File: config.mk
export PLATFORM = sky130hd
export DESIGN_NAME = mem_arbiter_flat
export DESIGN_NICKNAME = d
export VERILOG_FILES = /design/src/rtl/mem_arb_pkg.sv /design/src/rtl/mem_arbiter_if.sv /design/src/rtl/mem_arb_rr.sv /design/src/rtl/mem_arbiter.sv /design/src/flat_wrapper.sv
export SDC_FILE = /design/constraint.sdc
export NUM_CORES = 1
export LEC_CHECK = 0
export CORE_UTILIZATION = 41
export CTS_BUF_LIST = sky130_fd_sc_hd__clkbuf_16
export DETAILED_ROUTE_END_ITERATION = 10
export PLACE_DENSITY = 0.85
export SYNTH_ARGS = -nofsm -noshare
export SYNTH_HDL_FRONTEND = slang
export SYNTH_SLANG_ARGS = --single-unit
export TNS_END_PERCENT = 5
File: constraint.sdc
create_clock -name clk -period 2.9 [get_ports clk]
set_input_delay 0.58 -clock clk [delete_from_list [all_inputs] [get_ports clk]]
set_output_delay 0.58 -clock clk [all_outputs]
set_load 0.02 [all_outputs]
File: src/rtl/mem_arb_pkg.sv
// rtl/mem_arb_pkg.sv - shared types, size encodings and alignment check for the memory arbiter
package mem_arb_pkg;

    typedef enum logic [1:0] {
        IDLE   = 2'd0,
        ACCESS = 2'd1,
        RESP   = 2'd2
    } state_t;

    typedef enum logic {
        PORT_INSTR = 1'b0,
        PORT_DATA  = 1'b1
    } port_t;

    localparam logic [1:0] SIZE_BYTE = 2'b00;
    localparam logic [1:0] SIZE_HALF = 2'b01;
    localparam logic [1:0] SIZE_WORD = 2'b10;

    // Only the two low address bits decide alignment.
    function automatic logic is_misaligned(input logic [1:0] addr_lo, input logic [1:0] size);
        return ((size == SIZE_HALF) && addr_lo[0]) ||
               ((size == SIZE_WORD) && (addr_lo != 2'b00));
    endfunction

endpackage

File: src/rtl/mem_arbiter_if.sv
// rtl/mem_arbiter_if.sv - fetch, load/store and memory-side signals of the arbiter
interface mem_arbiter_if #(
    parameter int BITSIZE = 32
);
    logic               instr_req_i;
    logic [31:0]        instr_addr_i;
    logic               instr_ack_o;
    logic [BITSIZE-1:0] instr_rdata_o;
    logic               instr_err_o;

    logic               data_req_i;
    logic [31:0]        data_addr_i;
    logic [BITSIZE-1:0] data_wdata_i;
    logic               data_we_i;
    logic [1:0]         data_size_i;
    logic               data_ack_o;
    logic [BITSIZE-1:0] data_rdata_o;
    logic               data_err_o;

    logic [31:0]        mem_addr_o;
    logic [BITSIZE-1:0] mem_data_o;
    logic [BITSIZE-1:0] mem_data_i;
    logic               mem_write_o;
    logic [1:0]         mem_write_size_o;
    logic               mem_valid_o;
    logic               mem_valid_i;

    modport slave (
        input  instr_req_i, instr_addr_i,
        input  data_req_i, data_addr_i, data_wdata_i, data_we_i, data_size_i,
        input  mem_data_i, mem_valid_i,
        output instr_ack_o, instr_rdata_o, instr_err_o,
        output data_ack_o, data_rdata_o, data_err_o,
        output mem_addr_o, mem_data_o, mem_write_o, mem_write_size_o, mem_valid_o
    );

    modport master (
        output instr_req_i, instr_addr_i,
        output data_req_i, data_addr_i, data_wdata_i, data_we_i, data_size_i,
        output mem_data_i, mem_valid_i,
        input  instr_ack_o, instr_rdata_o, instr_err_o,
        input  data_ack_o, data_rdata_o, data_err_o,
        input  mem_addr_o, mem_data_o, mem_write_o, mem_write_size_o, mem_valid_o
    );

endinterface

File: src/rtl/mem_arb_rr.sv
// rtl/mem_arb_rr.sv - two-way round-robin picker; bit 0 = fetch, bit 1 = load/store
module mem_arb_rr
    import mem_arb_pkg::*;
(
    input  logic       clk,
    input  logic       resetn_i,
    input  logic [1:0] req,
    input  logic       advance,
    output logic [1:0] grant
);

    port_t rr_ptr_q, rr_ptr_d;

    // The pointer only moves on contention, so a lone requester never steals the next turn.
    always_comb begin
        grant    = 2'b00;
        rr_ptr_d = rr_ptr_q;
        case (req)
            2'b01:   grant = 2'b01;
            2'b10:   grant = 2'b10;
            2'b11: begin
                grant = (rr_ptr_q == PORT_DATA) ? 2'b10 : 2'b01;
                if (advance) begin
                    rr_ptr_d = (rr_ptr_q == PORT_DATA) ? PORT_INSTR : PORT_DATA;
                end
            end
            default: grant = 2'b00;
        endcase
    end

    always_ff @(posedge clk or negedge resetn_i) begin
        if (!resetn_i) begin
            rr_ptr_q <= PORT_DATA;
        end else begin
            rr_ptr_q <= rr_ptr_d;
        end
    end

endmodule

File: src/rtl/mem_arbiter.sv
// rtl/mem_arbiter.sv - shares one combinational memory between fetch and load/store ports
module mem_arbiter
    import mem_arb_pkg::*;
#(
    parameter int BITSIZE        = 32,
    parameter int TIMEOUT_CYCLES = 16
) (
    input  logic         clk,
    input  logic         resetn_i,
    mem_arbiter_if.slave bus,
    output logic         busy_o
);

    localparam int CW = (TIMEOUT_CYCLES > 1) ? $clog2(TIMEOUT_CYCLES) : 1;

    state_t             state_q, state_d;
    port_t              port_q, port_d;
    logic [31:0]        addr_q, addr_d;
    logic [BITSIZE-1:0] wdata_q, wdata_d;
    logic               we_q, we_d;
    logic [1:0]         size_q, size_d;
    logic [CW-1:0]      cnt_q, cnt_d;
    logic [BITSIZE-1:0] rdata_q, rdata_d;
    logic               err_q, err_d;
    logic [1:0]         grant;

    mem_arb_rr u_rr (
        .clk      (clk),
        .resetn_i (resetn_i),
        .req      ({bus.data_req_i, bus.instr_req_i}),
        .advance  (state_q == IDLE),
        .grant    (grant)
    );

    always_comb begin
        state_d = state_q;
        port_d  = port_q;
        addr_d  = addr_q;
        wdata_d = wdata_q;
        we_d    = we_q;
        size_d  = size_q;
        cnt_d   = cnt_q;
        rdata_d = rdata_q;
        err_d   = err_q;
        case (state_q)
            IDLE: begin
                if (|grant) begin
                    port_d  = grant[1] ? PORT_DATA : PORT_INSTR;
                    addr_d  = grant[1] ? bus.data_addr_i : bus.instr_addr_i;
                    wdata_d = grant[1] ? bus.data_wdata_i : '0;
                    we_d    = grant[1] & bus.data_we_i;
                    size_d  = grant[1] ? bus.data_size_i : SIZE_WORD;
                    cnt_d   = '0;
                    rdata_d = '0;
                    // Bad requests are answered straight away without touching memory.
                    if ((size_d == 2'b11) || is_misaligned(addr_d[1:0], size_d)) begin
                        err_d   = 1'b1;
                        state_d = RESP;
                    end else begin
                        err_d   = 1'b0;
                        state_d = ACCESS;
                    end
                end
            end
            ACCESS: begin
                if (bus.mem_valid_i) begin
                    rdata_d = we_q ? '0 : bus.mem_data_i;
                    err_d   = 1'b0;
                    state_d = RESP;
                end else if (cnt_q == CW'(TIMEOUT_CYCLES - 1)) begin
                    rdata_d = '0;
                    err_d   = 1'b1;
                    state_d = RESP;
                end else begin
                    cnt_d = cnt_q + 1'b1;
                end
            end
            RESP:    state_d = IDLE;
            default: state_d = IDLE;
        endcase
    end

    always_ff @(posedge clk or negedge resetn_i) begin
        if (!resetn_i) begin
            state_q <= IDLE;
            port_q  <= PORT_INSTR;
            addr_q  <= '0;
            wdata_q <= '0;
            we_q    <= 1'b0;
            size_q  <= 2'b00;
            cnt_q   <= '0;
            rdata_q <= '0;
            err_q   <= 1'b0;
        end else begin
            state_q <= state_d;
            port_q  <= port_d;
            addr_q  <= addr_d;
            wdata_q <= wdata_d;
            we_q    <= we_d;
            size_q  <= size_d;
            cnt_q   <= cnt_d;
            rdata_q <= rdata_d;
            err_q   <= err_d;
        end
    end

    assign busy_o               = (state_q != IDLE);
    assign bus.mem_valid_o      = (state_q == ACCESS);
    assign bus.mem_write_o      = (state_q == ACCESS) & we_q;
    assign bus.mem_addr_o       = addr_q;
    assign bus.mem_data_o       = wdata_q;
    assign bus.mem_write_size_o = size_q;

    assign bus.instr_ack_o   = (state_q == RESP) && (port_q == PORT_INSTR);
    assign bus.instr_rdata_o = bus.instr_ack_o ? rdata_q : '0;
    assign bus.instr_err_o   = bus.instr_ack_o & err_q;
    assign bus.data_ack_o    = (state_q == RESP) && (port_q == PORT_DATA);
    assign bus.data_rdata_o  = bus.data_ack_o ? rdata_q : '0;
    assign bus.data_err_o    = bus.data_ack_o & err_q;

endmodule
File: src/flat_wrapper.sv
// flat-port wrapper written by rule: the top's interface ports become plain ports
module mem_arbiter_flat import mem_arb_pkg::*;
#(
    parameter int BITSIZE        = 32,
    parameter int TIMEOUT_CYCLES = 16
)
  (clk, resetn_i, busy_o, bus_instr_req_i, bus_instr_addr_i, bus_data_req_i, bus_data_addr_i, bus_data_wdata_i, bus_data_we_i, bus_data_size_i, bus_mem_data_i, bus_mem_valid_i, bus_instr_ack_o, bus_instr_rdata_o, bus_instr_err_o, bus_data_ack_o, bus_data_rdata_o, bus_data_err_o, bus_mem_addr_o, bus_mem_data_o, bus_mem_write_o, bus_mem_write_size_o, bus_mem_valid_o);
  mem_arbiter_if #(.BITSIZE(BITSIZE)) bus_i ();
  input  logic clk;
  input  logic resetn_i;
  output logic busy_o;
  input wire logic [$bits(bus_i.instr_req_i)-1:0] bus_instr_req_i;
  input wire logic [$bits(bus_i.instr_addr_i)-1:0] bus_instr_addr_i;
  input wire logic [$bits(bus_i.data_req_i)-1:0] bus_data_req_i;
  input wire logic [$bits(bus_i.data_addr_i)-1:0] bus_data_addr_i;
  input wire logic [$bits(bus_i.data_wdata_i)-1:0] bus_data_wdata_i;
  input wire logic [$bits(bus_i.data_we_i)-1:0] bus_data_we_i;
  input wire logic [$bits(bus_i.data_size_i)-1:0] bus_data_size_i;
  input wire logic [$bits(bus_i.mem_data_i)-1:0] bus_mem_data_i;
  input wire logic [$bits(bus_i.mem_valid_i)-1:0] bus_mem_valid_i;
  output wire logic [$bits(bus_i.instr_ack_o)-1:0] bus_instr_ack_o;
  output wire logic [$bits(bus_i.instr_rdata_o)-1:0] bus_instr_rdata_o;
  output wire logic [$bits(bus_i.instr_err_o)-1:0] bus_instr_err_o;
  output wire logic [$bits(bus_i.data_ack_o)-1:0] bus_data_ack_o;
  output wire logic [$bits(bus_i.data_rdata_o)-1:0] bus_data_rdata_o;
  output wire logic [$bits(bus_i.data_err_o)-1:0] bus_data_err_o;
  output wire logic [$bits(bus_i.mem_addr_o)-1:0] bus_mem_addr_o;
  output wire logic [$bits(bus_i.mem_data_o)-1:0] bus_mem_data_o;
  output wire logic [$bits(bus_i.mem_write_o)-1:0] bus_mem_write_o;
  output wire logic [$bits(bus_i.mem_write_size_o)-1:0] bus_mem_write_size_o;
  output wire logic [$bits(bus_i.mem_valid_o)-1:0] bus_mem_valid_o;
  assign bus_i.instr_req_i = bus_instr_req_i;
  assign bus_i.instr_addr_i = bus_instr_addr_i;
  assign bus_i.data_req_i = bus_data_req_i;
  assign bus_i.data_addr_i = bus_data_addr_i;
  assign bus_i.data_wdata_i = bus_data_wdata_i;
  assign bus_i.data_we_i = bus_data_we_i;
  assign bus_i.data_size_i = bus_data_size_i;
  assign bus_i.mem_data_i = bus_mem_data_i;
  assign bus_i.mem_valid_i = bus_mem_valid_i;
  assign bus_instr_ack_o = bus_i.instr_ack_o;
  assign bus_instr_rdata_o = bus_i.instr_rdata_o;
  assign bus_instr_err_o = bus_i.instr_err_o;
  assign bus_data_ack_o = bus_i.data_ack_o;
  assign bus_data_rdata_o = bus_i.data_rdata_o;
  assign bus_data_err_o = bus_i.data_err_o;
  assign bus_mem_addr_o = bus_i.mem_addr_o;
  assign bus_mem_data_o = bus_i.mem_data_o;
  assign bus_mem_write_o = bus_i.mem_write_o;
  assign bus_mem_write_size_o = bus_i.mem_write_size_o;
  assign bus_mem_valid_o = bus_i.mem_valid_o;
  mem_arbiter #(.BITSIZE(BITSIZE), .TIMEOUT_CYCLES(TIMEOUT_CYCLES)) u_core (.clk(clk), .resetn_i(resetn_i), .bus(bus_i), .busy_o(busy_o));
endmodule
Yosys cells after proc, flatten, opt, wreduce, memory -nomap -nowiden
Index checks and enable logic that the tools add are counted.

Bitwise gates (word level): 5. Equality and inequality tests: 13. Add/sub/neg operators: 1. Multiplexer cells: 28. Reduce and logical (&&, ||, !) cells: 16.

Operators by type and width (number): 2-to-1 mux 32 bit (8); case mux 32 bit (2 select lines) (1); 2-to-1 mux 2 bit (6); 2-to-1 mux 4 bit (3); == test 2 bit, second input constant (5); case mux 4 bit (2 select lines) (1); == test 2 x 1 -> 1 bit, second input constant (3); 2-to-1 mux 1 bit (6); case mux 2 bit (3 select lines) (1); AND reduction 2 bit (3); nonzero test 2 bit (3); adder 4 x 1 -> 4 bit, second input constant (1); bitwise AND 1 bit (4); == test 4 bit, second input constant (1); logical AND 1 bit (4); != test 2 bit, second input constant (2); case mux 2 bit (2 select lines) (1); AND reduction 4 bit (1); != test 3 x 2 -> 1 bit, second input constant (1); AND reduction 3 bit (1); logical NOT 2 bit (1); logical OR 1 bit (2); != test 2 x 1 -> 1 bit, second input constant (1); case mux 1 bit (2 select lines) (1); 2 further kinds (2).

Logic and storage cells: 73. Register bits after elaboration: 108. Output and inout bits: 137. Input bits: 136.

Longest topological paths before layout
Gate-level depths: netlist of run 1.

Depth in word-level cells: 10. Depth in mapped cells: 7. Mapped depth without buffers: 5.

Hierarchy
Synthesis of run 1 repeated with hierarchy kept, for this count alone.

Cells, all modules: 422. Area, all modules: 4892.2 um^2.

Modules (own cells, without submodules): mem_arbiter (instances 1, area each 4833.4 um^2, cells each 416, seq. area each 2677.6 um^2); mem_arb_rr (instances 1, area each 58.8 um^2, cells each 6, seq. area each 26.3 um^2).

Worst setup path after synthesis of run 1
No wires, ideal clock.

Path type: register -> output. Start: reg u_core.state_q[0]. End: out bus_instr_rdata_o[22]. Required time: 2.320 ns. Setup slack: 0.812 ns. Arrival: 1.508 ns. Cell stages (with the launch flop): 4. Path buffers: 1. Path through: dfrtp_1 > nor3b_1 > clkbuf_1 > and2_1.

Cells in the longest elaborated chain, start to end: 3.

Ends and longest elaborated chain: start, declared (RTL line mem_arbiter.sv:16) `state_t state_q, state_d;`; start signal, assigned (RTL line mem_arbiter.sv:95) `state_q <= state_d;`; == test 2 bit (RTL line mem_arbiter.sv:114) `assign bus.instr_ack_o = (state_q == RESP) && (port_q == PORT_INSTR);`; logical AND 1 bit (RTL line mem_arbiter.sv:114); named net bus_instr_ack_o (RTL line flat_wrapper.sv:21) `output wire logic [$bits(bus_i.instr_ack_o)-1:0] bus_instr_ack_o;`; 2-to-1 mux 32 bit (RTL line mem_arbiter.sv:115) `assign bus.instr_rdata_o = bus.instr_ack_o ? rdata_q : '0;`; end, declared (RTL line flat_wrapper.sv:22) `output wire logic [$bits(bus_i.instr_rdata_o)-1:0] bus_instr_rdata_o;`.

The timed path passes the listed nets, and every way through them passes these cells.

Final worst setup path of run 1
Start: reg u_core.state_q[0]. End: out bus_data_rdata_o[10].

Cells in the longest elaborated chain, start to end: 3.

Ends and longest elaborated chain: == test 2 bit (RTL line mem_arbiter.sv:117) `assign bus.data_ack_o = (state_q == RESP) && (port_q == PORT_DATA);`; logical AND 1 bit (RTL line mem_arbiter.sv:117); 2-to-1 mux 32 bit (RTL line mem_arbiter.sv:118) `assign bus.data_rdata_o = bus.data_ack_o ? rdata_q : '0;`; end, declared (RTL line flat_wrapper.sv:25) `output wire logic [$bits(bus_i.data_rdata_o)-1:0] bus_data_rdata_o;`.

Every way passes these cells.

==> summary.md, run 1 <==
| Metric | Value |
|---|---|
| Largest net degree at the start of global routing | `approximately 110` |
| Slowest-stage cell, CP | `clkdlybuf4s50_1` |
| Status | `finished clean` |
| Area of the multi-input gates | `approximately 1900 um2` |
| Reg-to-reg startpoint | `u_core.state_q[1]` |
| Synth Cell Area | `around 4800 um2` |
| Worst slew pin tran | `1.22 ns` |
| Synth warn | `0` |
| TritonCTS clock tree | `done` |
| Final ANT Viol Nets | `0` |
| Reg area | `roughly 2700 um2` |
| Layout cells sized above 1 | `approximately 5.0%` |
| Syn nets | `approximately 550` |
| Vias in the first global route | `~4000` |
| PortBufs | `approximately 270` |
| Core Rows | `39` |
| Mapped Cells | `415` |
| Clock latency on the worst-skew pair | `between 0.3 and 0.4 ns` |
| Initial Util | `between 40% and 50%` |
| Setup violators final | `0` |
| Die Y | `approximately 110 um` |
| Setup bufs post-CTS | `0` |
| Hold Crit Class | `input port to async pin` |
| Pre-antenna DRT Iters | `4` |
| Largest vdd supply drop | `~550 uV` |
| Most frequent cells in the layout | `clkdlybuf4s50_1, dfrtp_1, and2_1` |
| Library cells used by synthesis | `38` |
| Post-route DRC | `0` |
| Synth area leaders | `dfrtp_1, a22o_1, and2_1` |
| Die W | `roughly 110 um` |
| Antenna cells | `0` |
| Placer Congestion | `between 0.8 and 0.9` |
| Maxcap violations | `0` |
| Critical path fanouts, max | `34` |
| First-pass GRT wire length | `20300 um` |
| Mapped Avg Cell Area | `around 12 um2` |
| Final wirelength | `13300 um` |
| R2r setup slk | `~0.73 ns` |
| DR WL/cell | `approximately 16 um` |
| CTS sink count | `~110` |
| Crit Path Class | `register to output port` |
| Core Area | `11400 um2` |
| Fill count | `roughly 860` |
| Via count | `4174` |
| Post-synthesis sequential area ratio | `between 50% and 60%` |
| Grt ovf | `0` |
| CP Capture Type | `output port` |
| Worst setup endpoint | `bus_data_rdata_o[10]` |
| Share of Yosys cell area claimed by the top area cell type | `between 50% and 60%` |
| Place WS | `0.311 ns` |
| Relative slew slack | `between 10% and 20%` |
| Post-route setup slack | `between 0.2 and 0.25 ns` |
| Reg2Reg Depth | `5` |
| Setup TNS | `0 ns` |
| Synthesized flop and latch total | `around 110` |
| Num CTS Buffers | `9` |
| IO Count | `273` |
| Placed cell areas | `~7600 um2` |
| Total GRT Usage | `22.2%` |
| Crit path launch | `u_core.state_q[0]` |
| Design Area, Final | `approximately 7900 um2` |
| Commonest non-fill, non-tap cell in the layout | `clkdlybuf4s50_1` |
| Overall Power | `just under 7000 uW` |
| Startpoint Class | `register` |
| Area Overhead vs Synth | `65.0%` |
| Final Hold Viols | `0` |
| Clock transition at path regs | `~0.08 ns` |
| Crit path largest cell delay | `~0.60 ns` |
| Required @ worst endpoint | `2.32 ns` |
| Crit Reg-Reg Endpoint | `u_core.rdata_q[21]` |
| Final min period | `~2.7 ns` |
| Drt first-iter violations | `roughly 200` |
| Clk_skew | `around 0.0096 ns` |
| DIE AREA | `~12000 um2` |
| Fmax | `about 0.38 GHz` |
| DR vias/cell | `about 5.1` |
| Fin crit share | `91.6%` |
| Post-cts sizing count | `0` |
| Leakage | `0.00352 uW` |
| Critical Path, Cell by Cell | `and3b_1, buf_4, and2_1, clkdlybuf4s50_1` |
| NumNets Final | `811` |
| Slew Limit Fails | `0` |
| # hold bufs at CTS | `0` |
| Hpwl dp | `roughly 10000 um` |
| Critical path arrival | `2.08 ns` |
| Pwr dens | `855 nW/um2` |
| Area leader, netlist | `dfrtp_1` |
| Final Core Density | `69.4%` |
| H-tree Lvls | `3` |
| Clk buf depth | `2` |
| Clk root buf | `clkbuf_16` |
| Initial antenna violation count | `0` |
| RSZ-0062 raised after global routing | `false` |
==> state kept, by name, indices dropped and copies added (netlist names) <==
register	cells
u_core.rdata_q	32
u_core.state_q	2
u_core.bus.mem_data_o	32
u_core.err_q	1
u_core.we_q	1
u_core.u_rr.rr_ptr_q	1
u_core.bus.mem_addr_o	32
u_core.port_q	1
u_core.bus.mem_write_size_o	2
u_core.cnt_q	4
==> routing by layer <==
metal	share of wire [%]	vias to the layer above	global-route usage, %	wire, um
met4	2.4	0	9.05	324
met3	8.3	22	5.35	1110
li1	-	1984	-	-
met1	39	1982	26.5	5150
met5	0	-	0	0
met2	51	186	38.5	6720
==> metrics by stage <==
step,std cells,hold WS (ns)
after global placement,806,0.461
final,822,0.245
after detailed placement,806,0.469
after CTS,822,0.268
after global routing,822,0.294
after floorplan,415,0.284
==> critical path: cells and delay by family, from the launching register on <==
| family | cells | cell delay, ns |
|---|---|---|
| buffers and inverters | 2 | 0.86 |
| and+or+nand+nor | 2 | 0.42 |
| DFF | 1 | 0.46 |
==> Yosys cell counts (all sizes together) <==
master     n
and3       1
a311oi     1
o21ai     36
nand2b     2
nand4      1
a22o      66
a31oi      1
mux2i     34
o22ai      1
a21o       3
clkbuf    10
o21a       1
xor2       1
inv        5
a221oi     1
a21oi      1
and2      68
nand3      2
a211oi     1
buf       21
and3b      1
dfstp      1
or2        1
a311o      1
a2111oi    1
nor2       5
ha         1
nor3b      1
nor3       2
nand2     36
dfrtp    107
nor2b      1
==> final cells by class <==
type	instances	area share [%]
sequential	108	34.3
clock buffer	9	2.85
timing repair buffer	279	35.5
inverter	5	0.238
multi-input combinational	271	24.3
tap	143	2.27
clock inverter	7	0.666
==> worst min-delay path by stage <==
stage / startpoint / end / slack [ns] / cells past startpoint
5_1_grt: resetn_i / u_core.bus.mem_data_o[27] / 0.29 / 1
3_3_place_gp: u_core.bus.mem_addr_o[4] / u_core.bus.mem_addr_o[4] / 0.46 / 2
2_1_floorplan: resetn_i / u_core.bus.mem_addr_o[0] / 0.28 / 0
4_1_cts: resetn_i / u_core.bus.mem_data_o[29] / 0.27 / 1
6_report: resetn_i / u_core.bus.mem_data_o[27] / 0.25 / 1
3_5_place_dp: u_core.bus.mem_addr_o[26] / u_core.bus.mem_addr_o[26] / 0.47 / 2
==> cell families after synthesis <==
logic type,after synthesis,synth area share [%]
and+or+nand+nor,121,13.9
xor gates and xnor gates,1,0.183
DFF,108,56.5
muxes,34,7.12
buffers and inverters,36,4.06
AOI/OAI and AO/OA,114,18.0
adders and majority gates,1,0.262
==> report_power, final <==
group	internal, uW	switching (uW)
registers	2080	375
clock network	587	553
logic	1500	1650
total	4170	2580
(Power assumes the default switching activity.)
==> run 2, diff against run 1 <==
- CORE_ASPECT_RATIO: default -> 0.9
==> run 2 against run 1 <==
Against the previous run: routed wire length increased by 1.8%; cell count increased by 1.8%; via count increased by 0.62%; setup slack got worse by 0.046 ns; worst hold slack improved by 0.038 ns; power increased by 0.80%; sequential power about the same; largest cell class unchanged.
==> summary.md, run 2 (synthesized netlist as in run 1, its figures left out) <==
| Metric | Value |
|---|---|
| Status | `finished clean` |
| Largest vdd supply drop | `slightly above 600 uV` |
| Leakage | `around 0.0035 uW` |
| Placer Congestion | `approximately 0.77` |
| R2r setup slk | `around 0.69 ns` |
| Commonest non-fill, non-tap cell in the layout | `clkdlybuf4s50_1` |
| Critical Path, Cell by Cell | `and3b_1, buf_4, and2_1, clkdlybuf4s50_1` |
| IO Count | `roughly 270` |
| Setup bufs post-CTS | `0` |
| Grt ovf | `0` |
| Final Hold Viols | `0` |
| Die Y | `around 100 um` |
| Crit path largest cell delay | `between 0.6 and 0.7 ns` |
| DR vias/cell | `5.02` |
| RSZ-0062 raised after global routing | `false` |
| Post-cts sizing count | `0` |
| Slew Limit Fails | `0` |
| Largest net degree at the start of global routing | `109` |
| PortBufs | `272` |
| Placed cell count | `slightly above 800` |
| Via count | `4200` |
| Clk buf depth | `2` |
| Pre-antenna DRT Iters | `5` |
| Drt first-iter violations | `roughly 170` |
| Final ANT Viol Nets | `0` |
| Fmax | `~0.37 GHz` |
| CP Capture Type | `output port` |
| NumNets Final | `between 800 and 900` |
| Final min period | `approximately 2.7 ns` |
| Die W | `~120 um` |
| Clk root buf | `clkbuf_16` |
| Clock transition at path regs | `around 0.07 ns` |
| First-pass GRT wire length | `21900 um` |
| Area Overhead vs Synth | `65.9%` |
| Relative slew slack | `13.8%` |
| Most frequent cells in the layout | `clkdlybuf4s50_1, dfrtp_1, and2_1` |
| Final wirelength | `13500 um` |
| Antenna cells | `0` |
| Total GRT Usage | `between 20% and 30%` |
| Final Core Density | `69.7%` |
| Post-route DRC | `0` |
| Startpoint Class | `register` |
| # hold bufs at CTS | `0` |
| Worst slew pin tran | `around 1.3 ns` |
| Pwr dens | `~860 nW/um2` |
| Layout cells sized above 1 | `5.43%` |
| Hold Crit Class | `input port to async pin` |
| Maxcap violations | `0` |
| Final non-filler cell total | `around 840` |
| TritonCTS clock tree | `done` |
| DR WL/cell | `approximately 16 um` |
| Num CTS Buffers | `9` |
| Core Rows | `37` |
| DIE AREA | `12100 um2` |
| WHS | `about 0.28 ns` |
| Critical path arrival | `between 2 and 2.5 ns` |
| Crit Path Class | `register to output port` |
| Critical path fanouts, max | `34` |
| CTS sink count | `between 100 and 150` |
| Setup TNS | `0 ns` |
| Hpwl dp | `approximately 10000 um` |
| Clk_skew | `a little over 0.007 ns` |
| Fin crit share | `between 90 and 100%` |
| Clock latency on the worst-skew pair | `around 0.34 ns` |
| Slowest-stage cell, CP | `clkdlybuf4s50_1` |
| H-tree Lvls | `3` |
| Vias in the first global route | `about 4400` |
| Initial Util | `42.0%` |
| Initial antenna violation count | `0` |
| Required @ worst endpoint | `~2.3 ns` |
| Fill count | `between 800 and 900` |
| Setup violators final | `0` |
| Core Area | `roughly 11000 um2` |
==> run 2: cell count changes in the layout (fill, tap and decap cells not counted) <==
cell / delta
inv_8: +1
inv_6: -1
buf_4: +1
buf_12: +1
clkinv_2: +3
inv_1: -1
clkinvlp_4: -2
==> run 2: worst paths after layout <==
| check | startpoint | endpoint | cells past startpoint |
|---|---|---|---|
| max | u_core.state_q[0] | bus_data_rdata_o[26] | 4 |
| min in group clk | u_core.bus.mem_addr_o[10] | u_core.bus.mem_addr_o[10] | 2 |
| max reg2reg | u_core.state_q[1] | u_core.rdata_q[18] | 5 |
| min | resetn_i | u_core.bus.mem_data_o[17] | 2 |
| min reg2reg | u_core.bus.mem_addr_o[10] | u_core.bus.mem_addr_o[10] | 2 |
| max in group asynchronous | resetn_i | u_core.bus.mem_addr_o[15] | 2 |
==> run 2: power by group <==
part,switching (uW),total (uW),leakage (uW),internal [uW]
Combinational,1660,3190,0.00200,1530
Clock,566,1160,0.000137,589
Sequential,371,2450,0.00141,2080
Total,2600,6800,0.00354,4200
==> run 2: per-stage QoR <==
| step | total power [uW] | setup WS (ns) | cell area [um2] |
|---|---|---|---|
| after floorplan | 4120 | 0.812 | 4780 |
| after global placement | 5550 | 0.414 | 7660 |
| after detailed placement | 5680 | 0.282 | 7660 |
| after CTS | 6850 | 0.180 | 7930 |
| after global routing | 7200 | 0.0771 | 7930 |
| final | 6800 | 0.199 | 7930 |
==> run 2: final cells by class <==
type	count	area (um2)	area share [%]
clock buffer	9	225	2.84
clock inverter	7	51.3	0.647
inverter	5	18.8	0.237
multi-input combinational	271	1910	24.1
sequential	108	2700	34.1
tap	156	195	2.46
timing repair buffer	281	2830	35.6
==> run 2: critical path, delay by kind of cell, from the launching register on <==
family	cells	cell delay (ns)
flip-flops	1	0.46
AND/OR/NAND/NOR	2	0.42
buffers and inverters	2	0.89
==> run 2: routing by layer <==
metal / track usage [%] / vias up / wire, um
met3: 7.40 / 27 / 1080
li1: - / 1983 / -
met4: 8.88 / 0 / 353
met1: 26.2 / 2010 / 5300
met5: 0 / - / 0
met2: 40.3 / 180 / 6800
